===== config.mk =====
export PLATFORM = sky130hd
export DESIGN_NAME = host_io_mailbox
export DESIGN_NICKNAME = d
export VERILOG_FILES = /design/src/rtl/host_io_pkg.sv /design/src/rtl/host_io_fifo.sv /design/src/rtl/host_io_mailbox.sv
export SDC_FILE = /design/constraint.sdc
export NUM_CORES = 1
export LEC_CHECK = 0
export BUFFER_PORTS_ARGS = -buffer_cell sky130_fd_sc_hd__buf_2
export CAP_MARGIN = 30
export CORE_MARGIN = 4
export CORE_UTILIZATION = 35
export CTS_CLUSTER_DIAMETER = 200
export DETAILED_ROUTE_END_ITERATION = 8
export GPL_TIMING_DRIVEN = 0
export PLACE_DENSITY_LB_ADDON = 0.15
export SETUP_SLACK_MARGIN = 0.15
export SYNTH_ARGS = -nofsm -noshare
export SYNTH_HDL_FRONTEND = slang
export SYNTH_SLANG_ARGS = --single-unit

===== constraint.sdc =====
create_clock -name clk_i -period 3.45 [get_ports clk_i]
set_input_delay 0 -clock clk_i [delete_from_list [all_inputs] [get_ports clk_i]]
set_output_delay 0 -clock clk_i [all_outputs]
set_load 0.01 [all_outputs]

===== src/rtl/host_io_pkg.sv =====
// Shared definitions for the host I/O mailbox: register offsets, arbiter states, FIFO entry layout.
// The timestamp field only exists when HOST_IO_TIMESTAMP_EN is defined.
package host_io_pkg;

  localparam logic [11:0] TOHOST_OFF   = 12'h000;
  localparam logic [11:0] STATUS_OFF   = 12'h004;
  localparam logic [11:0] EXITCODE_OFF = 12'h008;
  localparam logic [11:0] PUTCHAR_OFF  = 12'h010;

  typedef enum logic {
    IDLE  = 1'b0,
    OFFER = 1'b1
  } arb_state_e;

  typedef struct packed {
`ifdef HOST_IO_TIMESTAMP_EN
    logic [31:0] ts;
`endif
    logic [7:0]  char;
  } fifo_entry_t;

endpackage


===== src/rtl/host_io_fifo.sv =====
// Generic synchronous FIFO with occupancy count and a one-cycle-delayed full flag.
// Latency: push visible at pop_dat the cycle after the push edge.
// Backpressure: push into a full FIFO is dropped unless a pop happens in the same cycle.
module host_io_fifo #(
  parameter int  DEPTH = 8,
  parameter int  WIDTH = 8,
  localparam int AW    = $clog2(DEPTH),
  localparam int CNTW  = AW + 1
) (
  input  logic             clk,
  input  logic             rst,
  input  logic             push,
  input  logic [WIDTH-1:0] push_dat,
  input  logic             pop,
  output logic [WIDTH-1:0] pop_dat,
  output logic [CNTW-1:0]  count,
  output logic             full,
  output logic             empty,
  output logic             full_q
);

  logic [WIDTH-1:0] mem [DEPTH];
  logic [AW-1:0]    wr_ptr;
  logic [AW-1:0]    rd_ptr;
  logic             do_push;
  logic             do_pop;

  assign empty   = (count == '0);
  assign full    = (count == CNTW'(DEPTH));
  assign do_pop  = pop & ~empty;
  assign do_push = push & (~full | do_pop);
  assign pop_dat = mem[rd_ptr];

  always_ff @(posedge clk or posedge rst) begin
    if (rst) begin
      wr_ptr <= '0;
      rd_ptr <= '0;
      count  <= '0;
      full_q <= 1'b0;
    end else begin
      if (do_push) wr_ptr <= wr_ptr + AW'(1);
      if (do_pop)  rd_ptr <= rd_ptr + AW'(1);
      count  <= count + CNTW'(do_push) - CNTW'(do_pop);
      // Lags full by one cycle so the freed slot is only advertised a cycle later.
      full_q <= full;
    end
  end

  always_ff @(posedge clk) begin
    if (do_push) mem[wr_ptr] <= push_dat;
  end

endmodule


===== src/rtl/host_io_mailbox.sv =====
// Host I/O mailbox slave: NUM_CHAN putchar FIFOs, sticky exit code, round-robin character stream.
// Latency: bus response 1 cycle after grant; push to out_valid_o 2 cycles, one bubble between offers.
// Backpressure: PUTCHAR to a full channel holds data_gnt_o low; stream holds while out_ready_i low. Option: HOST_IO_TIMESTAMP_EN.
module host_io_mailbox
  import host_io_pkg::*;
#(
  parameter int          NUM_CHAN   = 2,
  parameter int          FIFO_DEPTH = 8,
  parameter logic [31:0] BASE_ADDR  = 32'h0001_0000,
  localparam int         CW         = (NUM_CHAN > 1) ? $clog2(NUM_CHAN) : 1,
  localparam int         CNTW       = $clog2(FIFO_DEPTH) + 1
) (
  input  logic          clk_i,
  input  logic          rst_i,
  input  logic          data_req_i,
  input  logic [31:0]   data_addr_i,
  input  logic          data_we_i,
  input  logic [3:0]    data_be_i,
  input  logic [31:0]   data_wdata_i,
  output logic          data_gnt_o,
  output logic          data_rvalid_o,
  output logic [31:0]   data_rdata_o,
  output logic          out_valid_o,
  input  logic          out_ready_i,
  output logic [CW-1:0] out_chan_o,
  output logic [7:0]    out_char_o,
  output logic [31:0]   out_ts_o,
  output logic          exit_valid_o,
  output logic [31:0]   exit_code_o
);

  logic [11:0]         off;
  logic                hit;
  logic [11:0]         put_idx;
  logic                is_put;
  logic                put_wr;
  logic [CW-1:0]       put_chan;
  logic                stall;
  logic [NUM_CHAN-1:0] push;
  logic [NUM_CHAN-1:0] pop;
  logic [NUM_CHAN-1:0] empty;
  logic [NUM_CHAN-1:0] full;
  logic [NUM_CHAN-1:0] full_q;
  logic [CNTW-1:0]     cnt  [NUM_CHAN];
  fifo_entry_t         head [NUM_CHAN];
  fifo_entry_t         push_ent;
  logic [31:0]         rd_val;
  arb_state_e          state;
  logic [CW-1:0]       rr_ptr;
  logic [CW-1:0]       cand;
  logic [CW-1:0]       pick_chan;
  logic                pick_vld;

`ifdef HOST_IO_TIMESTAMP_EN
  logic [31:0] ts_cnt;

  always_ff @(posedge clk_i or posedge rst_i) begin
    if (rst_i) ts_cnt <= '0;
    else       ts_cnt <= ts_cnt + 32'd1;
  end
`else
  assign out_ts_o = '0;
`endif

  assign off      = data_addr_i[11:0];
  assign hit      = (data_addr_i[31:12] == BASE_ADDR[31:12]);
  // Offsets below PUTCHAR_OFF wrap to a large index and fall out of range.
  assign put_idx  = (off - PUTCHAR_OFF) >> 2;
  assign is_put   = (off[1:0] == 2'b00) && (put_idx < 12'(NUM_CHAN));
  assign put_chan = put_idx[CW-1:0];
  assign put_wr   = data_we_i & is_put;
  assign stall    = put_wr & (full[put_chan] | full_q[put_chan]);

  assign data_gnt_o = data_req_i & hit & ~stall;

  always_comb begin
    push_ent      = '0;
    push_ent.char = data_wdata_i[7:0];
`ifdef HOST_IO_TIMESTAMP_EN
    push_ent.ts   = ts_cnt;
`endif
  end

  for (genvar g = 0; g < NUM_CHAN; g++) begin : g_chan
    assign push[g] = data_gnt_o & put_wr & data_be_i[0] & (put_chan == CW'(g));
    assign pop[g]  = (state == OFFER) & out_ready_i & (out_chan_o == CW'(g));

    host_io_fifo #(
      .DEPTH (FIFO_DEPTH),
      .WIDTH ($bits(fifo_entry_t))
    ) u_fifo (
      .clk      (clk_i),
      .rst      (rst_i),
      .push     (push[g]),
      .push_dat (push_ent),
      .pop      (pop[g]),
      .pop_dat  (head[g]),
      .count    (cnt[g]),
      .full     (full[g]),
      .empty    (empty[g]),
      .full_q   (full_q[g])
    );
  end

  always_comb begin
    rd_val = '0;
    case (off)
      STATUS_OFF: begin
        for (int c = 0; c < NUM_CHAN; c++) begin
          rd_val[c]   = (cnt[c] != '0);
          rd_val[8+c] = full[c];
        end
        rd_val[31] = exit_valid_o;
      end
      EXITCODE_OFF: rd_val = exit_code_o;
      default:      rd_val = '0;
    endcase
  end

  always_ff @(posedge clk_i or posedge rst_i) begin
    if (rst_i) begin
      data_rvalid_o <= 1'b0;
      data_rdata_o  <= '0;
      exit_valid_o  <= 1'b0;
      exit_code_o   <= '0;
    end else begin
      data_rvalid_o <= data_gnt_o;
      data_rdata_o  <= (data_gnt_o && !data_we_i) ? rd_val : '0;
      if (data_gnt_o && data_we_i && (off == TOHOST_OFF) &&
          (data_be_i == 4'hF) && !exit_valid_o) begin
        exit_valid_o <= 1'b1;
        exit_code_o  <= data_wdata_i;
      end
    end
  end

  // First non-empty channel at or after rr_ptr.
  always_comb begin
    pick_vld  = 1'b0;
    pick_chan = rr_ptr;
    cand      = rr_ptr;
    for (int i = 0; i < NUM_CHAN; i++) begin
      cand = CW'((int'(rr_ptr) + i) % NUM_CHAN);
      if (!pick_vld && !empty[cand]) begin
        pick_vld  = 1'b1;
        pick_chan = cand;
      end
    end
  end

  always_ff @(posedge clk_i or posedge rst_i) begin
    if (rst_i) begin
      state       <= IDLE;
      rr_ptr      <= '0;
      out_valid_o <= 1'b0;
      out_chan_o  <= '0;
      out_char_o  <= '0;
`ifdef HOST_IO_TIMESTAMP_EN
      out_ts_o    <= '0;
`endif
    end else begin
      case (state)
        IDLE: begin
          if (pick_vld) begin
            state       <= OFFER;
            out_valid_o <= 1'b1;
            out_chan_o  <= pick_chan;
            out_char_o  <= head[pick_chan].char;
`ifdef HOST_IO_TIMESTAMP_EN
            out_ts_o    <= head[pick_chan].ts;
`endif
          end
        end
        OFFER: begin
          if (out_ready_i) begin
            state       <= IDLE;
            out_valid_o <= 1'b0;
            rr_ptr      <= (out_chan_o == CW'(NUM_CHAN - 1)) ? '0 : out_chan_o + CW'(1);
          end
        end
      endcase
    end
  end

endmodule


# Yosys cells after proc, flatten, opt, wreduce, memory -nomap -nowiden
# Memories as Yosys holds them, arrays and structs flattened.
# Cells that the tools add are included.
# Widths: inputs -> output; s select.
[op_classes]
n_reduce_logical = 19
bitwise = 27
add_sub_neg = 11
eq_ne = 8
n_lt_le_gt_ge = 5
n_mux = 31
[op_table]
columns = ["operator", "count"]
rows = [
  ["$mux 32", 1],
  ["$mux 8", 3],
  ["$mux 21", 1],
  ["$eq 20x5->1 const B", 1],
  ["$mux 1", 20],
  ["$and 1x1->1", 15],
  ["$add 3x1->3 const B", 4],
  ["$eq 12x3->1 const B", 1],
  ["$eq 12x4->1 const B", 1],
  ["$eq 4x4->1 const B", 3],
  ["$logic_not 12->1", 1],
  ["$sub 12x5->12 const B", 1],
  ["$lt 10x2->1 const B", 1],
  ["$add 4x1->4", 2],
  ["$logic_not 4->1", 2],
  ["$not 1->1", 8],
  ["$pmux 2 s2", 2],
  ["$reduce_bool 4->1", 2],
  ["$sub 4x1->4", 2],
  ["$logic_and 1x1->1", 7],
  ["$lt 1x2->1 const B", 3],
  ["$mux 6", 1],
  ["$pmux 1 s2", 3],
  ["$reduce_and 2->1", 3],
  ["other kinds (7)", 13],
]
[word_totals]
reg_bits = 100
memories = 2
output_inout_bits = 109
ramBits = 128
input_bits = 73
word_cells = 120
[memory_table]
columns = ["memory", "words", "word_bits", "rd", "rd_ports_with_merged_regs", "wr", "line_no", "text"]
rows = [
  ["g_chan[0].u_fifo.mem", 8, 8, 1, 0, 1, "host_io_fifo.sv:22", "logic [WIDTH-1:0] mem [DEPTH];"],
  ["g_chan[1].u_fifo.mem", 8, 8, 1, 0, 1, "host_io_fifo.sv:22", ""],
]

# Depth between registers and ports, before layout
# Gate-level depths: netlist (run 1).
[depth]
word_depth = 13
mapped_depth = 11
depth_no_buf = 11

# Modules after synthesis
# Synthesis (run 1) repeated with hierarchy kept, for this count alone.
[unflattened]
hier_cells = 573
hier_area_um2 = 9552.9
[by_module_without_submodules]
columns = ["module", "seq_area_each_um2", "n_inst", "cells_per_inst", "area_each_um2"]
rows = [
  ["host_io_fifo", 2197.1, 2, 157, 3126.7],
  ["host_io_mailbox", 1951.9, 1, 259, 3299.4],
]

# Worst setup path after synthesis (run 1)
# Ideal clock, no wire load.
[synth_path]
path_type = "register to register"
startpoint = "reg g_chan[0].u_fifo.count[2]"
endpoint = "mem g_chan[1].u_fifo.mem[0][0] (enable)"
arrival_time_ns = 2.455
stages_incl_launch_ff = 8
synth_period_minus_slack_ns = 2.849
path_slack_ns = 0.601
n_path_buf = 0
setup_ns = 0.395
required_time_ns = 3.055
path_cell_list = "dfrtp_1 -> inv_1 -> ha_1 -> nor3b_2 -> o32ai_2 -> nor4b_4 -> nand2_4 -> nor4_1"
[synth_via]
elab_chain_cells = 13
[synth_lines]
columns = ["element", "line_no", "text"]
rows = [
  ["start: declaration", "host_io_fifo.sv:16", "output logic [CNTW-1:0] count,"],
  ["start signal: assignment", "host_io_fifo.sv:43", "count <= count + CNTW'(do_push) - CNTW'(do_pop);"],
  ["$eq 4x4->1", "host_io_fifo.sv:29", "assign full = (count == CNTW'(DEPTH));"],
  ["named net g_chan[0].u_fifo.full", "host_io_fifo.sv:17", "output logic full,"],
  ["$mux 1 (implied by the code) (2 in series)", "host_io_mailbox.sv:72", "assign stall = put_wr & (full[put_chan] | full_q[put_chan]);"],
  ["$or 1x1->1", "host_io_mailbox.sv:72", ""],
  ["$and 1x1->1", "host_io_mailbox.sv:72", ""],
  ["$not 1->1", "host_io_mailbox.sv:74", "assign data_gnt_o = data_req_i & hit & ~stall;"],
  ["$and 1x1->1", "host_io_mailbox.sv:74", ""],
  ["$and 1x1->1 (3 in series)", "host_io_mailbox.sv:85", "assign push[g] = data_gnt_o & put_wr & data_be_i[0] & (put_chan == CW'(g));"],
  ["$and 1x1->1", "host_io_fifo.sv:31", "assign do_push = push & (~full | do_pop);"],
  ["$mux 1", "host_io_fifo.sv:50", "if (do_push) mem[wr_ptr] <= push_dat;"],
  ["$mux 1 (implied by the code)", "host_io_fifo.sv:50", ""],
  ["end: declaration", "host_io_fifo.sv:22", ""],
]
# The timed path passes the listed nets, and every way through them passes these cells. The select of a mux whose other input is x is not followed.

# Worst setup path after layout (run 1)
[layout_path]
startpoint = "in data_addr_i[18]"
endpoint = "reg data_rdata_o[9]"
[layout_via]
elab_chain_cells = 5
[layout_lines]
columns = ["element", "line_no", "text"]
rows = [
  ["start: declaration", "host_io_mailbox.sv:16", "input logic [31:0] data_addr_i,"],
  ["$eq 20x5->1", "host_io_mailbox.sv:66", "assign hit = (data_addr_i[31:12] == BASE_ADDR[31:12]);"],
  ["$and 1x1->1 (2 in series)", "host_io_mailbox.sv:74", ""],
  ["$logic_and 1x1->1", "host_io_mailbox.sv:128", "data_rdata_o <= (data_gnt_o && !data_we_i) ? rd_val : '0;"],
  ["$mux 32", "host_io_mailbox.sv:128", ""],
  ["end signal: assignment", "host_io_mailbox.sv:128", ""],
  ["end: declaration", "host_io_mailbox.sv:22", "output logic [31:0] data_rdata_o,"],
]
# No other way between the ends.
# A chain may end at the register's enable or synchronous reset.

==> qor.csv, run 1 <==
metric;value;unit
power;7.48;mW
met2_usage;24.2;%
cts.clk_slew.worst_paths;0.06;ns
core;26300;um^2
cts_tree;done;
arrival;3.39;ns
placed_area;10800;um^2
met1_usage;17.8;%
synth_xor_area_share;1.11;%
startpoint_type;input port;
fin_cells;1176;
cts-buffers-inserted;25;
p_leak;5.32;nW
antenna_found_initial;0;
track_usage;13.9;%
clock_sinks;228;
fin_crit_sh;85.4;%
outcome;finished clean;
htreeDepth;1;
synth.top_cells.by_count;edfxtp_1 (128), dfrtp_1 (100), mux2_2 (37);
async_flop_share;43.9;%
met3_usage;2.90;%
worstMarginPinSlew;0.834;ns
syn_inst;561;
yosysTopAreaCellShare;40.8;%
power_switching_share;26.7;%
nets;914;
rsz0062_at_grt;no;
die_w;172;um
diodes;0;
final_util;46.0;%
clk_latency;0.50;ns
fp.dieH;172;um
fp-row-count;59;
clkPwrFrac;35.0;%
synth_area_leaders;edfxtp_1 (41%), dfrtp_1 (27%), mux4_2 (7.6%), mux2_2 (4.4%), buf_4 (2.8%);
critPathMaxFanout;4;
gr-max-usage-layer;met2;
cap_viol_max_count;0;
power_frac_comb;22.9;%
power.internal;5.48;mW
critPathCaptureType;flip-flop;
yosysMostFrequentCell;edfxtp_1;
drc;0;
synth-compound-area-share;1.84;%
synthMuxAreaShare;15.0;%
grt_pass1_wl;32.2;mm
syn-mean-instance-area;16.8;um^2
cp_slowest_stage_delay;0.62;ns
yosysWarnings;0;
syn_area;9430;um^2
numPortBuffers;149;
clock-root-buffer;clkbuf_16;
placed_cells;1083;
switchingPower;2.00;mW
synth-seq-area-share;67.3;%
hold_viol;0;
synth-seq-cells;228;
vdd.ir_drop.worst;0.000395;V
synth_top_family_by_area;multiplexers;
wl;20.4;mm
relSlewSlack;44.2;%
synth_adder_area_share;2.65;%
die_area;29600;um^2
start_util;35.9;%
place_congestion;0.787;
wl_per_cell;17.3;um
grt_pass1_vias;5799;
pwr-share-seq;42.1;%
fin_skew;0.00545;ns
grt_max_degree;52;
overflow;0;
min_path_type;in2reg;
synth-simple-area-share;7.37;%
ant_nets;0;
io_pins;182;
area.growth.synth_to_final;28.1;%
vias;5458;
period_needed;2.94;ns
yosysTopAreaCell;edfxtp_1;
worstPathCellList;dlygate4sd3_1 > buf_2 > nor4b_1 > dlygate4sd3_1 > nand2_1 > or3_1 > dlygate4sd3_1 > nor2_1 > dlygate4sd3_1;
post-place-ws;0.222;ns
fmax;0.340;GHz
reg2reg_slack;0.59;ns
setup_violations;0;
dpl.hpwl;14.4;mm
via_per_inst;4.64;
path_common_cell;dlygate4sd3_1;
ys_types;49;
drive_gt1_share;40.1;%
fin_area;12100;um^2
synth_edf_count;128;
crit_type;in2reg;
slowest_stage;dlygate4sd3_1;
fin_ws;0.505;ns
synth_ff_type;edfxtp_1;
final_max_slew_viol_count;0;
required;3.89;ns
pwr_density_cell;619;nW/um^2
cts_buffer_depth;3;
drtIter0Drc;210;
first_pass_iters;4;
==> cell usage in the layout, fill, tap and decap left out, types with 10 or more instances in the layout <==
cell	n
buf_2	157
edfxtp_1	128
dfrtp_1	100
dlygate4sd3_1	46
buf_4	39
mux2_2	37
mux4_2	32
conb_1	32
and2_1	28
clkbuf_16	25
inv_1	19
nand2_1	18
nor2_1	16
mux2i_1	16
ha_1	16
o21ai_0	10
==> worst max-delay path: cells and delay by family <==
kind / cells / cell delay [ns]
and+or+nand+nor: 4 / 0.93
buffers and inverters: 5 / 2.46
==> layer usage <==
metal / share of wire, % / up-vias
met5: 0 / -
met4: 1.9 / 0
met3: 5.4 / 29
met2: 50 / 160
met1: 42 / 2733
li1: - / 2536
==> per-stage QoR <==
step	hold slack, ns	setup TNS [ns]
final	0.0223	0
after global routing	0.0635	0
after CTS	0.0179	0
after detailed placement	0.166	0
after global placement	0.231	-48.88
after floorplan	0.0989	0
==> worst paths after layout <==
| path | cells after the start | start | to |
|---|---|---|---|
| max reg2reg | 8 | g_chan[0].u_fifo.count[2]$_DFF_PP0_ | g_chan[0].u_fifo.mem[2][2]$_DFFE_PP_ |
| min in group asynchronous | 3 | rst_i | exit_code_o[22]$_DFFE_PP0P_ |
| min | 4 | data_addr_i[2] | g_chan[0].u_fifo.wr_ptr[0]$_DFFE_PP0P_ |
| max in group asynchronous | 4 | rst_i | out_char_o[6]$_DFFE_PP0P_ |
| max | 9 | data_addr_i[18] | data_rdata_o[9]$_DFF_PP0_ |
| min reg2reg | 2 | out_char_o[2]$_DFFE_PP0P_ | out_char_o[2]$_DFFE_PP0P_ |
==> flip-flops by register name, summed over array words and instances, names as in the netlist <==
name	count
rr_ptr	1
data_rdata_o	32
exit_valid_o	1
state	1
g_chan.u_fifo.count	8
data_rvalid_o	1
out_valid_o	1
out_char_o	8
out_chan_o	1
g_chan.u_fifo.full_q	2
g_chan.u_fifo.rd_ptr	6
g_chan.u_fifo.mem	128
g_chan.u_fifo.wr_ptr	6
exit_code_o	32
==> cell type report <==
| class | instances | area, um^2 |
|---|---|---|
| buffer | 50 | 362 |
| clock buffer | 28 | 647 |
| clock inverter | 17 | 161 |
| fill | 2340 | 14200 |
| inverter | 20 | 77.6 |
| multi-input combinational | 294 | 2780 |
| sequential | 228 | 6350 |
| tap | 335 | 419 |
| timing repair buffer | 204 | 1280 |
==> power groups by stage <==
stage | clock network (mW) | registers, mW | logic, mW
global route | 2.81 | 3.17 | 1.91
detailed placement | 0 | 3.21 | 1.72
CTS | 2.69 | 3.15 | 1.77
finish | 2.62 | 3.15 | 1.71
floorplan | 0 | 3.20 | 1.23
global placement | 0 | 3.20 | 1.66
==> cells by family after synthesis <==
group	Yosys count
buffers and inverters	70
other	1
adder cells (fa/ha/maj)	19
XOR/XNOR	12
AO/OA/AOI/OAI	24
multiplexers	93
flip-flops	228
AND/OR/NAND/NOR	114
==> what timing repair did <==
| action | in CTS | in global routing |
|---|---|---|
| endpoints found under the hold margin | 215 | 0 |
| buffers inserted | 0 | 2 |
| gates resized for setup | 0 | 3 |
| hold buffers | 46 | 0 |
| endpoints found under the setup margin | 0 | 78 |
Power figures use the tool's default switching activity.
==> run 2, diff against run 1 <==
--- a/config.mk
+++ b/config.mk
@@ -16,4 +16,5 @@
 export SETUP_SLACK_MARGIN = 0.15
 export SYNTH_ARGS = -nofsm -noshare
 export SYNTH_HDL_FRONTEND = slang
+export SYNTH_HIERARCHICAL = 1
 export SYNTH_SLANG_ARGS = --single-unit
==> constraint.sdc (replaced) <==
create_clock -name clk_i -period 3.41 [get_ports clk_i]
set_input_delay 0 -clock clk_i [delete_from_list [all_inputs] [get_ports clk_i]]
set_output_delay 0 -clock clk_i [all_outputs]
set_load 0.01 [all_outputs]
==> qor.csv, run 2 <==
metric;value;unit
overflow;0;
htreeDepth;1;
synth_edf_count;128;
critPathMaxFanout;8;
pwr_density_cell;627;nW/um^2
fin_skew;0.00850;ns
hold-worst-slack;0.00764;ns
setup_violations;0;
synth-seq-cells;228;
wl_per_cell;18.6;um
dpl.hpwl;16.2;mm
clock-root-buffer;clkbuf_16;
startpoint_type;flip-flop;
yosysTopAreaCell;edfxtp_1;
clk_latency;0.52;ns
rsz0062_at_grt;no;
grt_pass1_wl;35.0;mm
start_util;35.5;%
critPathCaptureType;flip-flop;
hold_viol;0;
layout_common_cells;buf_2 (154), edfxtp_1 (128), dfrtp_1 (100), buf_4 (47), dlygate4sd3_1 (37);
finalSetupTns;0;ns
regMostFlops;g_chan.u_fifo/mem;
yosysWarnings;6;
relSlewSlack;46.3;%
synth-seq-area-share;66.4;%
async_flop_share;43.9;%
grt_pass1_vias;6146;
io_pins;182;
drive_gt1_share;37.2;%
post-place-ws;-0.582;ns
nets;929;
largest_reg_flops;128;
required;3.84;ns
wl;22.4;mm
place_congestion;0.819;
placed_area;11000;um^2
drtIter0Drc;236;
period_needed;3.10;ns
die_w;173;um
yosysMostFrequentCell;edfxtp_1;
synth_area_leaders;edfxtp_1 (40%), dfrtp_1 (26%), mux4_1 (8.8%), mux2_1 (3.4%), mux2_2 (2.7%);
p_leak;5.52;nW
clock_sinks;228;
cap_viol_max_count;0;
numPortBuffers;149;
outcome;finished clean;
syn_area;9550;um^2
fp.dieH;173;um
ys_types;49;
cts_tree;done;
ant_nets;0;
first_pass_iters;4;
nFillCells;2360;
area.growth.synth_to_final;32.2;%
cts_buffer_depth;3;
vias;5705;
min_path_type;in2async;
fp-row-count;60;
track_usage;14.8;%
fmax;0.322;GHz
arrival;3.53;ns
die_area;30000;um^2
worstMarginPinSlew;0.803;ns
final_util;47.0;%
fin_ws;0.308;ns
reg_top3;g_chan.u_fifo/mem (128), data_rdata_o (32), exit_code_o (32);
syn_inst;573;
fin_crit_sh;91.0;%
yosysTopAreaCellShare;40.2;%
synth.top_cells.by_count;edfxtp_1 (128), dfrtp_1 (100), buf_4 (33);
antenna_found_initial;1;
grt_max_degree;63;
via_per_inst;4.75;
final_common_cell;buf_2;
drc;0;
crit_type;reg2reg;
cts-buffers-inserted;26;
cts.clk_slew.worst_paths;0.06;ns
syn-mean-instance-area;16.7;um^2
vdd.ir_drop.worst;0.000353;V
fin_area;12600;um^2
diodes;0;
core;26900;um^2
final_max_slew_viol_count;0;
synth_ff_type;edfxtp_1;
## run 2: changes by cell type in the layout (fill, tap and decap cells not counted), sizes merged, moves of 5 or more
cell         before  now
dlygate4sd3      46   37
nand3             7    1
o21ai            10    4
mux2             45   52
clkinv           12    4
a21oi             2   16
clkbuf           31   47
buf             205  218
mux2i            16   10
nor2             19   30
nor2b             0    5
nand2            20   13
## run 2: metal layers
layer / up-vias / share of wire (%) / track usage (%)
met5: - / 0 / 0
met2: 202 / 50 / 25.9
met3: 22 / 7.1 / 3.88
met4: 0 / 1.6 / 3.49
li1: 2636 / - / -
met1: 2845 / 41 / 18.4
## run 2: cell families after synthesis
family          share of synthesized area [%]
mux                                      16.0
fa+ha+maj                                2.25
other cells                            0.0393
compound gates                           2.28
flops                                    66.4
xor+xnor                                 1.10
simple gates                             7.20
buf+inv                                  4.72
## run 2: worst paths after layout
kind                                                          end                           startpoint  cells after the start  slack (ns)
setup reg to reg              g_chan[1].u_fifo/count[3]$_DFF_PP0_  g_chan[1].u_fifo/count[2]$_DFF_PP0_                     15        0.31
max in group asynchronous             exit_code_o[11]$_DFFE_PP0P_                                rst_i                      4        2.81
setup / recovery              g_chan[1].u_fifo/count[3]$_DFF_PP0_  g_chan[1].u_fifo/count[2]$_DFF_PP0_                     15        0.31
hold / removal                         exit_code_o[2]$_DFFE_PP0P_                                rst_i                      3       0.008
hold reg to reg                        data_rdata_o[13]$_DFF_PP0_          exit_code_o[13]$_DFFE_PP0P_                      1        0.50
min in group clk_i         g_chan[1].u_fifo/wr_ptr[0]$_DFFE_PP0P_                       data_addr_i[2]                      5        0.05
## run 2: per-stage QoR
step	instances	power, mW
6_report	1201	7.92
5_1_grt	1201	8.31
4_1_cts	1199	8.00
3_5_place_dp	1102	5.06
3_3_place_gp	1094	4.99
2_1_floorplan	604	4.51
## run 2: critical path: stages (launching register included)
cell,delay (ns)
dfrtp_1,0.37
inv_1,0.10
ha_1,0.16
or3b_2,0.43
clkbuf_4,0.18
inv_1,0.09
nor2_1,0.06
a21oi_2,0.18
a211oi_2,0.11
nand3_2,0.17
nor2_4,0.07
or2_2,0.30
ha_1,0.28
a21o_1,0.19
a21oi_2,0.15
xor2_1,0.17
## run 2: cell type report
class / count / area, um^2 / area share, %
flip-flops and latches: 228 / 6350 / 50.2
multi-input cells: 308 / 3090 / 24.4
repair buffers: 208 / 1390 / 11.0
clock buffers: 43 / 881 / 6.97
well taps: 341 / 427 / 3.38
plain buffers: 51 / 395 / 3.13
inverters: 17 / 66.3 / 0.525
clock inverters: 5 / 40.0 / 0.317
## run 2: timing repair
| item | in CTS | in global routing |
|---|---|---|
| endpoints found under the hold margin | 275 | 0 |
| setup endpoints to repair | 134 | 90 |
| pin swaps | 15 | 6 |
| resized for setup | 37 | 9 |
| hold buffers | 37 | 0 |
| buffers inserted | 12 | 2 |
## run 2: where the power goes
group	switching, mW	internal (mW)
clock	1.08	1.77
sequential	0.116	3.08
combinational	0.925	0.944
==> run 3, diff against run 2 <==
--- a/config.mk
+++ b/config.mk
@@ -12,7 +12,7 @@
 export CTS_CLUSTER_DIAMETER = 200
 export DETAILED_ROUTE_END_ITERATION = 8
 export GPL_TIMING_DRIVEN = 0
-export PLACE_DENSITY_LB_ADDON = 0.15
+export PLACE_DENSITY = 0.66
 export SETUP_SLACK_MARGIN = 0.15
 export SYNTH_ARGS = -nofsm -noshare
 export SYNTH_HDL_FRONTEND = slang
==> qor.csv, run 3 (synthesis results as in run 2) <==
metric;value;unit
die_w;173;um
drtIter0Drc;294;
reg_top3;g_chan.u_fifo/mem (128), data_rdata_o (32), exit_code_o (32);
diodes;0;
regMostFlops;g_chan.u_fifo/mem;
clkPwrFrac;35.5;%
clock_sinks;228;
fin_skew;0.0158;ns
final_common_cell;buf_2;
grt_pass1_wl;33.5;mm
fp-row-count;60;
track_usage;14.2;%
clock-root-buffer;clkbuf_16;
period_needed;3.07;ns
grt_max_degree;60;
power_frac_comb;23.6;%
cts.clk_slew.worst_paths;0.06;ns
antenna_found_initial;0;
clk_latency;0.53;ns
arrival;3.48;ns
cap_viol_max_count;0;
rsz0062_at_grt;no;
cp_slowest_stage_delay;0.38;ns
p_leak;5.50;nW
grt_pass1_vias;5859;
fmax;0.326;GHz
nets;932;
vdd.ir_drop.worst;0.000355;V
vias;5655;
drc;0;
area.growth.synth_to_final;31.0;%
cts_tree;done;
wl_per_cell;18.0;um
critPathCaptureType;flip-flop;
cts-buffers-inserted;26;
pwr-share-seq;40.9;%
rr_startpoint;g_chan[0].u_fifo/count[2]$_DFF_PP0_;
outcome;finished clean;
fp.dieH;173;um
overflow;0;
dpl.hpwl;15.1;mm
setup_violations;0;
worstRegToRegCells;16;
htreeDepth;1;
fin_crit_sh;90.0;%
power_switching_share;26.6;%
slowest_stage;fa_1;
final_max_slew_viol_count;0;
first_pass_iters;5;
die_area;30000;um^2
pwr_density_cell;624;nW/um^2
startpoint_type;flip-flop;
fin_cells;1202;
power.internal;5.73;mW
cts_buffer_depth;3;
wl;21.6;mm
crit_start;g_chan[0].u_fifo/count[2]$_DFF_PP0_;
min_path_type;in2async;
worstPathCellList;inv_1 > ha_1 > or3b_2 > buf_4 > inv_1 > nor3_2 > a21oi_2 > a211oi_2 > nand3_2 > nor2_4 > nand2_1 > mux2i_1 > ha_1 > inv_1 > fa_1 > xnor2_1;
start_util;35.5;%
hold_viol;0;
core;26900;um^2
worstMarginPinSlew;0.942;ns
required;3.82;ns
relSlewSlack;36.9;%
final_util;46.6;%
switchingPower;2.08;mW
crit_type;reg2reg;
critPathMaxFanout;8;
layout_common_cells;buf_2 (159), edfxtp_1 (128), dfrtp_1 (100), buf_4 (45), dlygate4sd3_1 (44);
placed_cells;1104;
io_pins;182;
ant_nets;0;
drive_gt1_share;36.5;%
via_per_inst;4.70;
path_common_cell;inv_1;
largest_reg_flops;128;
place_congestion;0.776;
numPortBuffers;149;
## run 3: cell types whose count changed in the layout (fill, tap and decap cells not counted), sizes merged
cell and delta:
buf -4, bufinv +3, clkbuf -8, clkinv +3, dlygate4sd3 +7
## run 3: worst paths after layout
path | slack, ns | end
max | 0.34 | g_chan[1].u_fifo/count[2]$_DFF_PP0_
min | 0.04 | out_char_o[5]$_DFFE_PP0P_
max reg2reg | 0.34 | g_chan[1].u_fifo/count[2]$_DFF_PP0_
min reg2reg | 0.49 | data_rdata_o[24]$_DFF_PP0_
max in group asynchronous | 2.79 | exit_valid_o$_DFFE_PP0P_
min in group clk_i | 0.06 | data_rdata_o[1]$_DFF_PP0_
## run 3: metrics by stage
step	worst slack [ns]	power, mW	TNS, ns	cell area, um^2	hold slack, ns
final	0.340	7.81	0	12500	0.0379
after global routing	0.143	8.22	0	12500	0.0748
after CTS	0.201	7.88	0	12400	0.0420
after detailed placement	-0.406	5.03	-25.98	10900	0.0450
after global placement	-0.561	4.98	-41.86	10900	0.0958
after floorplan	0.128	4.51	0	9690	-0.148
## run 3: power groups by stage
stage / sequential [mW] / combinational [mW] / clock (mW)
floorplan: 3.25 / 1.27 / 0
global placement: 3.25 / 1.74 / 0
detailed placement: 3.25 / 1.78 / 0
CTS: 3.19 / 1.84 / 2.85
global route: 3.21 / 2.04 / 2.97
finish: 3.19 / 1.85 / 2.77
## run 3: cell type report
cell class	instances	area (um^2)
Inverter	17	66.3
Clock buffer	35	726
Tap cell	341	427
Fill cell	2326	14400
Multi-Input combinational cell	308	3090
Clock inverter	11	131
Sequential cell	228	6350
Timing Repair Buffer	211	1340
Buffer	51	392
## run 3: per-layer routing
layer	global-route usage, %	vias up	part of all wire, %
met1	18.2	2760	41
met5	0	-	0
met3	4.51	28	8.4
met2	23.6	230	48
li1	-	2637	-
met4	3.36	0	1.7
## run 3: repair_timing
action / in CTS / in global routing
hold buffers: 44 / 0
gates resized for setup: 28 / 21
hold endpoints to repair: 278 / 0
setup endpoints to repair: 127 / 110
pin swaps: 2 / 6
buffers inserted: 2 / 6
## run 3: worst max-delay path, delay by kind of cell, from the launching register on
| family | cells | cell delay (ns) |
|---|---|---|
| adders and majority gates | 3 | 0.76 |
| xor gates and xnor gates | 1 | 0.14 |
| and+or+nand+nor | 5 | 0.85 |
| DFF | 1 | 0.34 |
| buffers and inverters | 4 | 0.36 |
| muxes | 1 | 0.14 |
| AOI/OAI and AO/OA | 2 | 0.37 |
